[src/rtl/decode_pkg.sv]
`default_nettype none
// ============================================================================
//  Module      : decode_pkg
//  Description : Shared constants and types for the instruction decode stage:
//                instruction field positions, reg_sel codes, state encoding
//                and the decoded-field bundle.
//  Revision    : 1.0  initial release
// ============================================================================
package decode_pkg;

    localparam int c_ir_w     = 16;
    localparam int c_num_opc  = 8;

    // Instruction field bit positions
    localparam int c_opc_hi   = 15;
    localparam int c_opc_lo   = 13;
    localparam int c_alu_hi   = 12;
    localparam int c_alu_lo   = 11;
    localparam int c_rn_hi    = 10;
    localparam int c_rn_lo    = 8;
    localparam int c_rd_hi    = 7;
    localparam int c_rd_lo    = 5;
    localparam int c_sh_hi    = 4;
    localparam int c_sh_lo    = 3;
    localparam int c_rm_hi    = 2;
    localparam int c_rm_lo    = 0;
    localparam int c_imm5_hi  = 4;
    localparam int c_imm8_hi  = 7;

    // Register-select codes
    localparam logic [1:0] c_sel_rm  = 2'b00;
    localparam logic [1:0] c_sel_rd  = 2'b01;
    localparam logic [1:0] c_sel_rn  = 2'b10;
    localparam logic [1:0] c_sel_inv = 2'b11;

    // Skid-buffer occupancy
    typedef enum logic [1:0] {
        S_EMPTY = 2'd0,
        S_ONE   = 2'd1,
        S_FULL  = 2'd2
    } state_t;

    typedef struct packed {
        logic [2:0] opcode;
        logic [1:0] alu_op;
        logic [1:0] shift_op;
        logic [2:0] rn;
        logic [2:0] rd;
        logic [2:0] rm;
    } decoded_t;

endpackage
`default_nettype wire

[src/rtl/decode_fields.sv]
`default_nettype none
// ============================================================================
//  Module      : decode_fields
//  Description : Combinational field split, immediate sign extension and
//                register selection for one instruction word. All outputs
//                except o_sel_err read as zero when i_valid is low.
//  Ports       : i_valid    - instruction word is meaningful
//                i_ir       - 16-bit instruction word
//                i_reg_sel  - 10=Rn, 01=Rd, 00=Rm, 11=invalid
//                o_dec      - decoded field bundle
//                o_sximm5   - ir[4:0] sign-extended to DATA_W
//                o_sximm8   - ir[7:0] sign-extended to DATA_W
//                o_reg_addr - register chosen by i_reg_sel
//                o_sel_err  - i_reg_sel is the invalid code
//  Revision    : 1.0  initial release
// ============================================================================
module decode_fields
    import decode_pkg::*;
#(
    parameter int DATA_W = 16
) (
    input  logic              i_valid,
    input  logic [15:0]       i_ir,
    input  logic [1:0]        i_reg_sel,
    output decoded_t          o_dec,
    output logic [DATA_W-1:0] o_sximm5,
    output logic [DATA_W-1:0] o_sximm8,
    output logic [2:0]        o_reg_addr,
    output logic              o_sel_err
);

    // Gating the word once makes every derived field read zero when idle.
    logic [15:0] w_ir;
    assign w_ir = i_valid ? i_ir : 16'h0000;

    assign o_dec.opcode   = w_ir[c_opc_hi:c_opc_lo];
    assign o_dec.alu_op   = w_ir[c_alu_hi:c_alu_lo];
    assign o_dec.shift_op = w_ir[c_sh_hi:c_sh_lo];
    assign o_dec.rn       = w_ir[c_rn_hi:c_rn_lo];
    assign o_dec.rd       = w_ir[c_rd_hi:c_rd_lo];
    assign o_dec.rm       = w_ir[c_rm_hi:c_rm_lo];

    assign o_sximm5 = {{(DATA_W-5){w_ir[c_imm5_hi]}}, w_ir[c_imm5_hi:0]};
    assign o_sximm8 = {{(DATA_W-8){w_ir[c_imm8_hi]}}, w_ir[c_imm8_hi:0]};

    assign o_sel_err = (i_reg_sel == c_sel_inv);

    always_comb begin
        o_reg_addr = 3'd0;
        case (i_reg_sel)
            c_sel_rn: o_reg_addr = w_ir[c_rn_hi:c_rn_lo];
            c_sel_rd: o_reg_addr = w_ir[c_rd_hi:c_rd_lo];
            c_sel_rm: o_reg_addr = w_ir[c_rm_hi:c_rm_lo];
            default:  o_reg_addr = 3'd0;
        endcase
    end

endmodule
`default_nettype wire

[src/rtl/decode_stage.sv]
`default_nettype none
// ============================================================================
//  Module      : decode_stage
//  Description : Instruction decode stage built around a two-entry skid
//                buffer. Raw words are buffered; decode is combinational from
//                the main (head) entry.
//  Ports       : clk, rst_n          - clock, synchronous active-low reset
//                in_valid/in_ready   - upstream handshake, ir_in word
//                out_valid/out_ready - downstream handshake
//                opcode..sximm8      - decoded head-entry fields
//                reg_sel             - selects r_addr/w_addr source
//                sel_err, illegal    - select / opcode error flags
//                dec_count           - accepted-instruction counter
//  Revision    : 1.0  initial release
// ============================================================================
module decode_stage
    import decode_pkg::*;
#(
    parameter int         DATA_W    = 16,
    parameter logic [7:0] LEGAL_OPC = 8'hFF
) (
    input  logic              clk,
    input  logic              rst_n,
    input  logic              in_valid,
    output logic              in_ready,
    input  logic [15:0]       ir_in,
    output logic              out_valid,
    input  logic              out_ready,
    output logic [2:0]        opcode,
    output logic [1:0]        alu_op,
    output logic [1:0]        shift_op,
    output logic [2:0]        rn,
    output logic [2:0]        rd,
    output logic [2:0]        rm,
    output logic [DATA_W-1:0] sximm5,
    output logic [DATA_W-1:0] sximm8,
    input  logic [1:0]        reg_sel,
    output logic [2:0]        r_addr,
    output logic [2:0]        w_addr,
    output logic              sel_err,
    output logic              illegal,
    output logic [15:0]       dec_count
);

    state_t      r_state;
    state_t      w_state_nxt;
    logic [15:0] r_main;
    logic [15:0] r_skid;
    logic        r_in_ready;
    logic [15:0] r_dec_count;

    logic        w_in_xfer;
    logic        w_out_xfer;
    logic        w_load_main;
    logic        w_load_skid;
    logic        w_main_from_skid;

    assign in_ready   = r_in_ready;
    assign out_valid  = (r_state != S_EMPTY);
    assign w_in_xfer  = in_valid & r_in_ready;
    assign w_out_xfer = out_valid & out_ready;
    assign dec_count  = r_dec_count;

    always_comb begin
        w_state_nxt      = r_state;
        w_load_main      = 1'b0;
        w_load_skid      = 1'b0;
        w_main_from_skid = 1'b0;
        case (r_state)
            S_EMPTY: begin
                if (w_in_xfer) begin
                    w_load_main = 1'b1;
                    w_state_nxt = S_ONE;
                end
            end
            S_ONE: begin
                if (w_in_xfer && w_out_xfer) begin
                    w_load_main = 1'b1;
                end else if (w_in_xfer) begin
                    w_load_skid = 1'b1;
                    w_state_nxt = S_FULL;
                end else if (w_out_xfer) begin
                    w_state_nxt = S_EMPTY;
                end
            end
            S_FULL: begin
                // in_ready is low here, so only the output side can move.
                if (w_out_xfer) begin
                    w_main_from_skid = 1'b1;
                    w_state_nxt      = S_ONE;
                end
            end
            default: w_state_nxt = S_EMPTY;
        endcase
    end

    always_ff @(posedge clk) begin
        if (!rst_n) begin
            r_state     <= S_EMPTY;
            r_main      <= 16'h0000;
            r_skid      <= 16'h0000;
            r_in_ready  <= 1'b1;
            r_dec_count <= 16'h0000;
        end else begin
            r_state <= w_state_nxt;
            // Registered ready looks ahead at the next state so it drops
            // in the same cycle the buffer becomes full.
            r_in_ready <= (w_state_nxt != S_FULL);
            if (w_load_main) begin
                r_main <= ir_in;
            end else if (w_main_from_skid) begin
                r_main <= r_skid;
            end
            if (w_load_skid) begin
                r_skid <= ir_in;
            end
            if (w_in_xfer) begin
                r_dec_count <= r_dec_count + 16'd1;
            end
        end
    end

    decoded_t    w_dec;
    logic [2:0]  w_reg_addr;

    decode_fields #(
        .DATA_W (DATA_W)
    ) u_fields (
        .i_valid    (out_valid),
        .i_ir       (r_main),
        .i_reg_sel  (reg_sel),
        .o_dec      (w_dec),
        .o_sximm5   (sximm5),
        .o_sximm8   (sximm8),
        .o_reg_addr (w_reg_addr),
        .o_sel_err  (sel_err)
    );

    assign opcode   = w_dec.opcode;
    assign alu_op   = w_dec.alu_op;
    assign shift_op = w_dec.shift_op;
    assign rn       = w_dec.rn;
    assign rd       = w_dec.rd;
    assign rm       = w_dec.rm;
    assign r_addr   = w_reg_addr;
    assign w_addr   = w_reg_addr;
    assign illegal  = out_valid & ~LEGAL_OPC[w_dec.opcode];

endmodule
`default_nettype wire

[config.mk]
export PLATFORM = sky130hd
export DESIGN_NAME = decode_stage
export DESIGN_NICKNAME = d
export VERILOG_FILES = /design/src/rtl/decode_pkg.sv /design/src/rtl/decode_fields.sv /design/src/rtl/decode_stage.sv
export SDC_FILE = /design/constraint.sdc
export NUM_CORES = 1
export LEC_CHECK = 0
export ABC_CLOCK_PERIOD_IN_PS = 5400
export BUFFER_PORTS_ARGS = -buffer_cell sky130_fd_sc_hd__buf_2
export CAP_MARGIN = 20
export CORE_MARGIN = 8
export CORE_UTILIZATION = 54
export CTS_BUF_LIST = sky130_fd_sc_hd__clkbuf_16
export CTS_CLUSTER_SIZE = 14
export DETAILED_ROUTE_END_ITERATION = 8
export PLACE_DENSITY = 0.91
export SLEW_MARGIN = 5
export SYNTH_ARGS = -nofsm -noshare
export SYNTH_HDL_FRONTEND = slang
export SYNTH_SLANG_ARGS = --single-unit
[constraint.sdc]
create_clock -name clk -period 5.4 [get_ports clk]
set_clock_uncertainty 0.1 [all_clocks]
set_input_delay 1.08 -clock clk [delete_from_list [all_inputs] [get_ports clk]]
set_output_delay 1.08 -clock clk [all_outputs]
set_load 0.005 [all_outputs]
; After elaboration in Yosys (flattened, before gate mapping)
; Memories as Yosys holds them, arrays and structs flattened.
; Cells that the tools add are included.
; W data, S select, Z words.
[totals]
reg_bits = 51
latchBits = 0
ram_bits = 0
romBits = 8
in_bits = 22
output_inout_bits = 74
elab_cells = 41
n_memories = 1
[memory_table]
columns = name, depth, width, read_ports, rd_clocked_by_memory_dff, write_ports, line
row1 = (no name shown), 8, 1, 1, 0, 0, decode_stage.sv:147  ; assign illegal = out_valid & ~LEGAL_OPC[w_dec.opcode];
[op_classes]
add_sub_neg = 1
mul = 0
div_mod_pow = 0
n_lt_le_gt_ge = 1
eq_ne = 6
n_shift = 0
n_mux = 18
bitwise = 4
reduce_logical = 5
[ops]
columns = op, n
row1 = $mux W16, 3
row2 = $add A16 B1 Y16 const B, 1
row3 = $mux W2, 5
row4 = $pmux W3 S3, 1
row5 = $mux W1, 7
row6 = $eq A2 B2 Y1 const B, 3
row7 = $pmux W2 S3, 1
row8 = $eq A2 B1 Y1 const B, 2
row9 = $logic_not A2 Y1, 2
row10 = $lt A3 B4 Y1 const B, 1
row11 = $reduce_bool A2 Y1, 2
row12 = $and A1 B1 Y1, 3
row13 = $ne A2 B2 Y1 const B, 1
row14 = $pmux W1 S2, 1
row15 = $logic_and A1 B1 Y1, 1
row16 = $not A1 Y1, 1

; Depth between registers and ports, before layout
[logic_depth]
word_depth = 7
mapped_depth = 6

; Cells and area by module
; From an unflattened synthesis, not the netlist that was laid out.
[unflattened]
cells_unflattened = 307
area_unflattened_um2 = 2552.4
[by_module_without_submodules]
columns = module, instances, cells_per_inst, area_per_inst_um2, seq_area_each_um2
row1 = decode_stage, 1, 245, 2118.3, 1021.0
row2 = decode_fields, 1, 62, 434.2, 0.0

; Least setup slack after synthesis
; No wires, ideal clock.
[synth_path]
kind = input to output
start = input reg_sel[0]
end = output w_addr[0]
arrival_ns = 1.603
required_time_ns = 4.220
slack_ns = 2.617
path_stages = 4
path_buffers = 1
cell_sequence = nor2b_1 a21oi_1 nor2_1 buf_4
[synth_via]
elab_chain_len = 2
elab_cells_between_ends = 4
cone_classes = 2 x eq/ne / 1 x mux / 1 x reduce/logical
[synth_lines]
columns = item, line
row1 = "start, declared", decode_stage.sv:37  ; input logic [1:0] reg_sel,
row2 = $eq A2 B1 Y1 (tied with other cells), decode_fields.sv:50  ; case (i_reg_sel)
row3 = $pmux W3 S3 *, decode_fields.sv:50
row4 = "end, declared", decode_stage.sv:39  ; output logic [2:0] w_addr,
; Every way passes the cells marked *; elsewhere a longest branch is shown, timed or not.

; Final worst setup path
[layout_path]
start = register r_state[1]
end = output sximm5[15]
[layout_via]
elab_chain_len = 2
[layout_lines]
columns = item, line
row1 = "start, declared", decode_stage.sv:45  ; state_t r_state;
row2 = "start signal, assigned", decode_stage.sv:105  ; r_state <= w_state_nxt;
row3 = $reduce_bool A2 Y1, decode_stage.sv:59  ; assign out_valid = (r_state != S_EMPTY);
row4 = $mux W16, decode_fields.sv:34  ; assign w_ir = i_valid ? i_ir : 16'h0000;
row5 = "end, declared", decode_stage.sv:35  ; output logic [DATA_W-1:0] sximm5,
; No other way between the ends.

==> run_results.csv <==
group,metric,value,unit
status,status,"completed",
timing,slew_violations,0,
clocking,cts_sinks,51,
critical_path,critPathCaptureType,"output pin",
timing,finalSetupTns,0,ns
synthesis,synth_cell_type_count,34,
floorplan,io_pins,96,
timing,slew_headroom,34.5,%
synthesis,ys.flop_type,"dfxtp_1",
clocking,tritoncts,"done",
clocking,cts_setup_buffers,0,
global_route,grt-ovfl-total,0,
floorplan,die-width,86.9,microns
place,post-dp-hpwl,4580,microns
critical_path,cp_max_fo,14,
route,vias_per_cell,5.24,
power_and_ir_drop,irDropWorstVdd,0.000263,V
global_route,grt_max_degree,53,
synthesis,synth.most_common_cell,"nand2_1",
route,vias,2359,
route,wirelength,6420,microns
clocking,cts_resized,0,
global_route,grt_pass1_vias,2291,
route,ant_nets,0,
floorplan,die_h,86.9,microns
synthesis,async_flop_share,0,%
clocking,path_clk_slew,0.06,ns
run,maxCapViolCount,0,
timing,rsz0062_at_grt,"no",
global_route,grt_usage,16.6,%
floorplan,num_rows,26,
place,place_congestion,0.806,
worst_hold_path,min_path_type,"flip-flop to flip-flop",
global_route,grt_pass1_wl,10400,microns
global_route,antenna_found_initial,0,
clocking,postCtsHoldBufs,0,
power_and_ir_drop,power_leakage,1.58,nW
synthesis,yosys_register_bits,51,
finish,antenna_cells,0,
place,port_buffers,94,
synthesis,netlist_instances,330,
synthesis,synth_top_cell_area_share,37.6,%
floorplan,dieArea,0.00755,sq mm
clocking,cts-buffers-inserted,5,
finish,area_growth,14.3,%
finish,drive_above_1_share,29.2,%
critical_path,critical_path_class,"flip-flop to output pin",
clocking,clk_latency,0.28,ns
power_and_ir_drop,p_per_area,281,mW/mm^2
clocking,clock_path_buffers,2,
timing,period_share,57.4,%
synthesis,synth_warnings,0,
synthesis,yosysTopAreaCell,"dfxtp_1",
timing,worst_pin_slew,0.980,ns
critical_path,arrival,1.92,ns
floorplan,start_util,54.6,%
synthesis,synthesis.nets,353,
timing,period_needed,3.10,ns
finish,fillers,438,
synthesis,syn_avg_cell_area,8.23,sq um
clocking,htree_levels,2,
critical_path,startpoint_type,"flip-flop",
synthesis,synth_edf_count,0,
synthesis,syn_area,0.00272,sq mm
floorplan,coreArea,0.00498,sq mm
route,dr.pass1.iters,4,
synthesis,ys_seq_area_share,37.6,%
timing,hold_viol,0,
route,drt_iter0_markers,185,
critical_path,required,4.22,ns
synthesis,yosys-top-cells-area,"dfxtp_1 (38%), buf_4 (10%), nand2_1 (7.6%)",
synthesis,ys_top_cells_by_count,"nand2_1 (55), dfxtp_1 (51), nand3_1 (39)",
place,dpl_cell_area,0.00294,sq mm
clocking,root_buffer,"clkbuf_16",
timing,finalSetupViolations,0,
finish,final_area,0.00310,sq mm
finish,fin_nets,402,
timing,max_freq,323,MHz
route,drc_errors,0,
route,wl_per_cell,14.3,microns
power_and_ir_drop,finalPower,0.871,mW
## worst max-delay path: stages, from the launching register on
cell     delay [ns]
dfxtp_1        0.44
nor2_1         0.23
buf_4          0.24
nor2b_1        0.49
buf_2          0.23
## layout by cell type (no fill, tap or decap), types with 2 or more instances in the layout
master	instances
nor4_1	4
a21boi_1	12
nor2_1	10
or3_1	2
mux2i_1	5
xnor2_1	4
nand3_1	39
and2_1	13
inv_1	5
nor2b_1	18
o21ai_0	4
a21boi_0	7
a21oi_1	4
nand2_1	55
clkbuf_16	5
nand4_2	2
nand2b_1	4
o211a_1	16
buf_4	2
dfxtp_1	51
xor2_1	7
nor3_1	3
buf_2	94
## per-layer routing
metal	vias to the layer above	track usage, %	wire (microns)
li1	1165	-	-
met1	1106	18.8	2600
met2	79	29.8	3290
met3	9	3.77	458
met4	0	5.48	68
met5	-	0	0
## cell type report
cell class / count / area [sq um] / area share [%]
inverter: 5 / 18.8 / 0.605
tap: 70 / 87.6 / 2.82
timing repair buffer: 96 / 485 / 15.6
clock inverter: 3 / 38.8 / 1.25
multi-input combinational: 220 / 1330 / 42.8
clock buffer: 5 / 125 / 4.03
sequential: 51 / 1020 / 32.9
## per-stage QoR
stage	cells	hold WS (ns)	worst slack, ns	utilization, %
after detailed placement	442	0.348	2.42	59.1
after CTS	450	0.357	2.27	62.4
after global routing	450	0.385	2.02	62.4
after floorplan	330	0.335	2.62	-
after global placement	442	0.341	2.48	59.1
final	450	0.356	2.30	62.4
## state kept, by name, indices dropped and copies added (netlist names)
register,count
in_ready,1
dec_count,16
r_state,2
r_main,16
r_skid,16
## power by group
part	switching (mW)	internal, mW
clock	0.131	0.216
combinational	0.0642	0.0530
sequential	0.0136	0.394
total	0.209	0.663
## cells by family after synthesis
family / after synthesis / synth area share (%)
buffers and inverters: 59 / 13.5
other: 1 / 0.138
xor gates and xnor gates: 11 / 3.55
AOI/OAI and AO/OA: 43 / 12.6
muxes: 6 / 2.26
DFF: 51 / 37.6
and+or+nand+nor: 158 / 29.9
adders and majority gates: 1 / 0.461
## worst paths after layout
path                                from  slack [ns]  cells past startpoint                     end
setup / recovery   r_state[1]$_SDFF_PN0_        2.30                      4              sximm5[15]
hold / removal    r_skid[9]$_SDFFE_PN0P_        0.36                      2  r_skid[9]$_SDFFE_PN0P_
setup reg to reg   r_state[1]$_SDFF_PN0_        3.36                      4  r_main[6]$_SDFFE_PN0P_
hold reg to reg   r_skid[9]$_SDFFE_PN0P_        0.36                      2  r_skid[9]$_SDFFE_PN0P_
No activity file was read; power rests on OpenSTA's default activity.
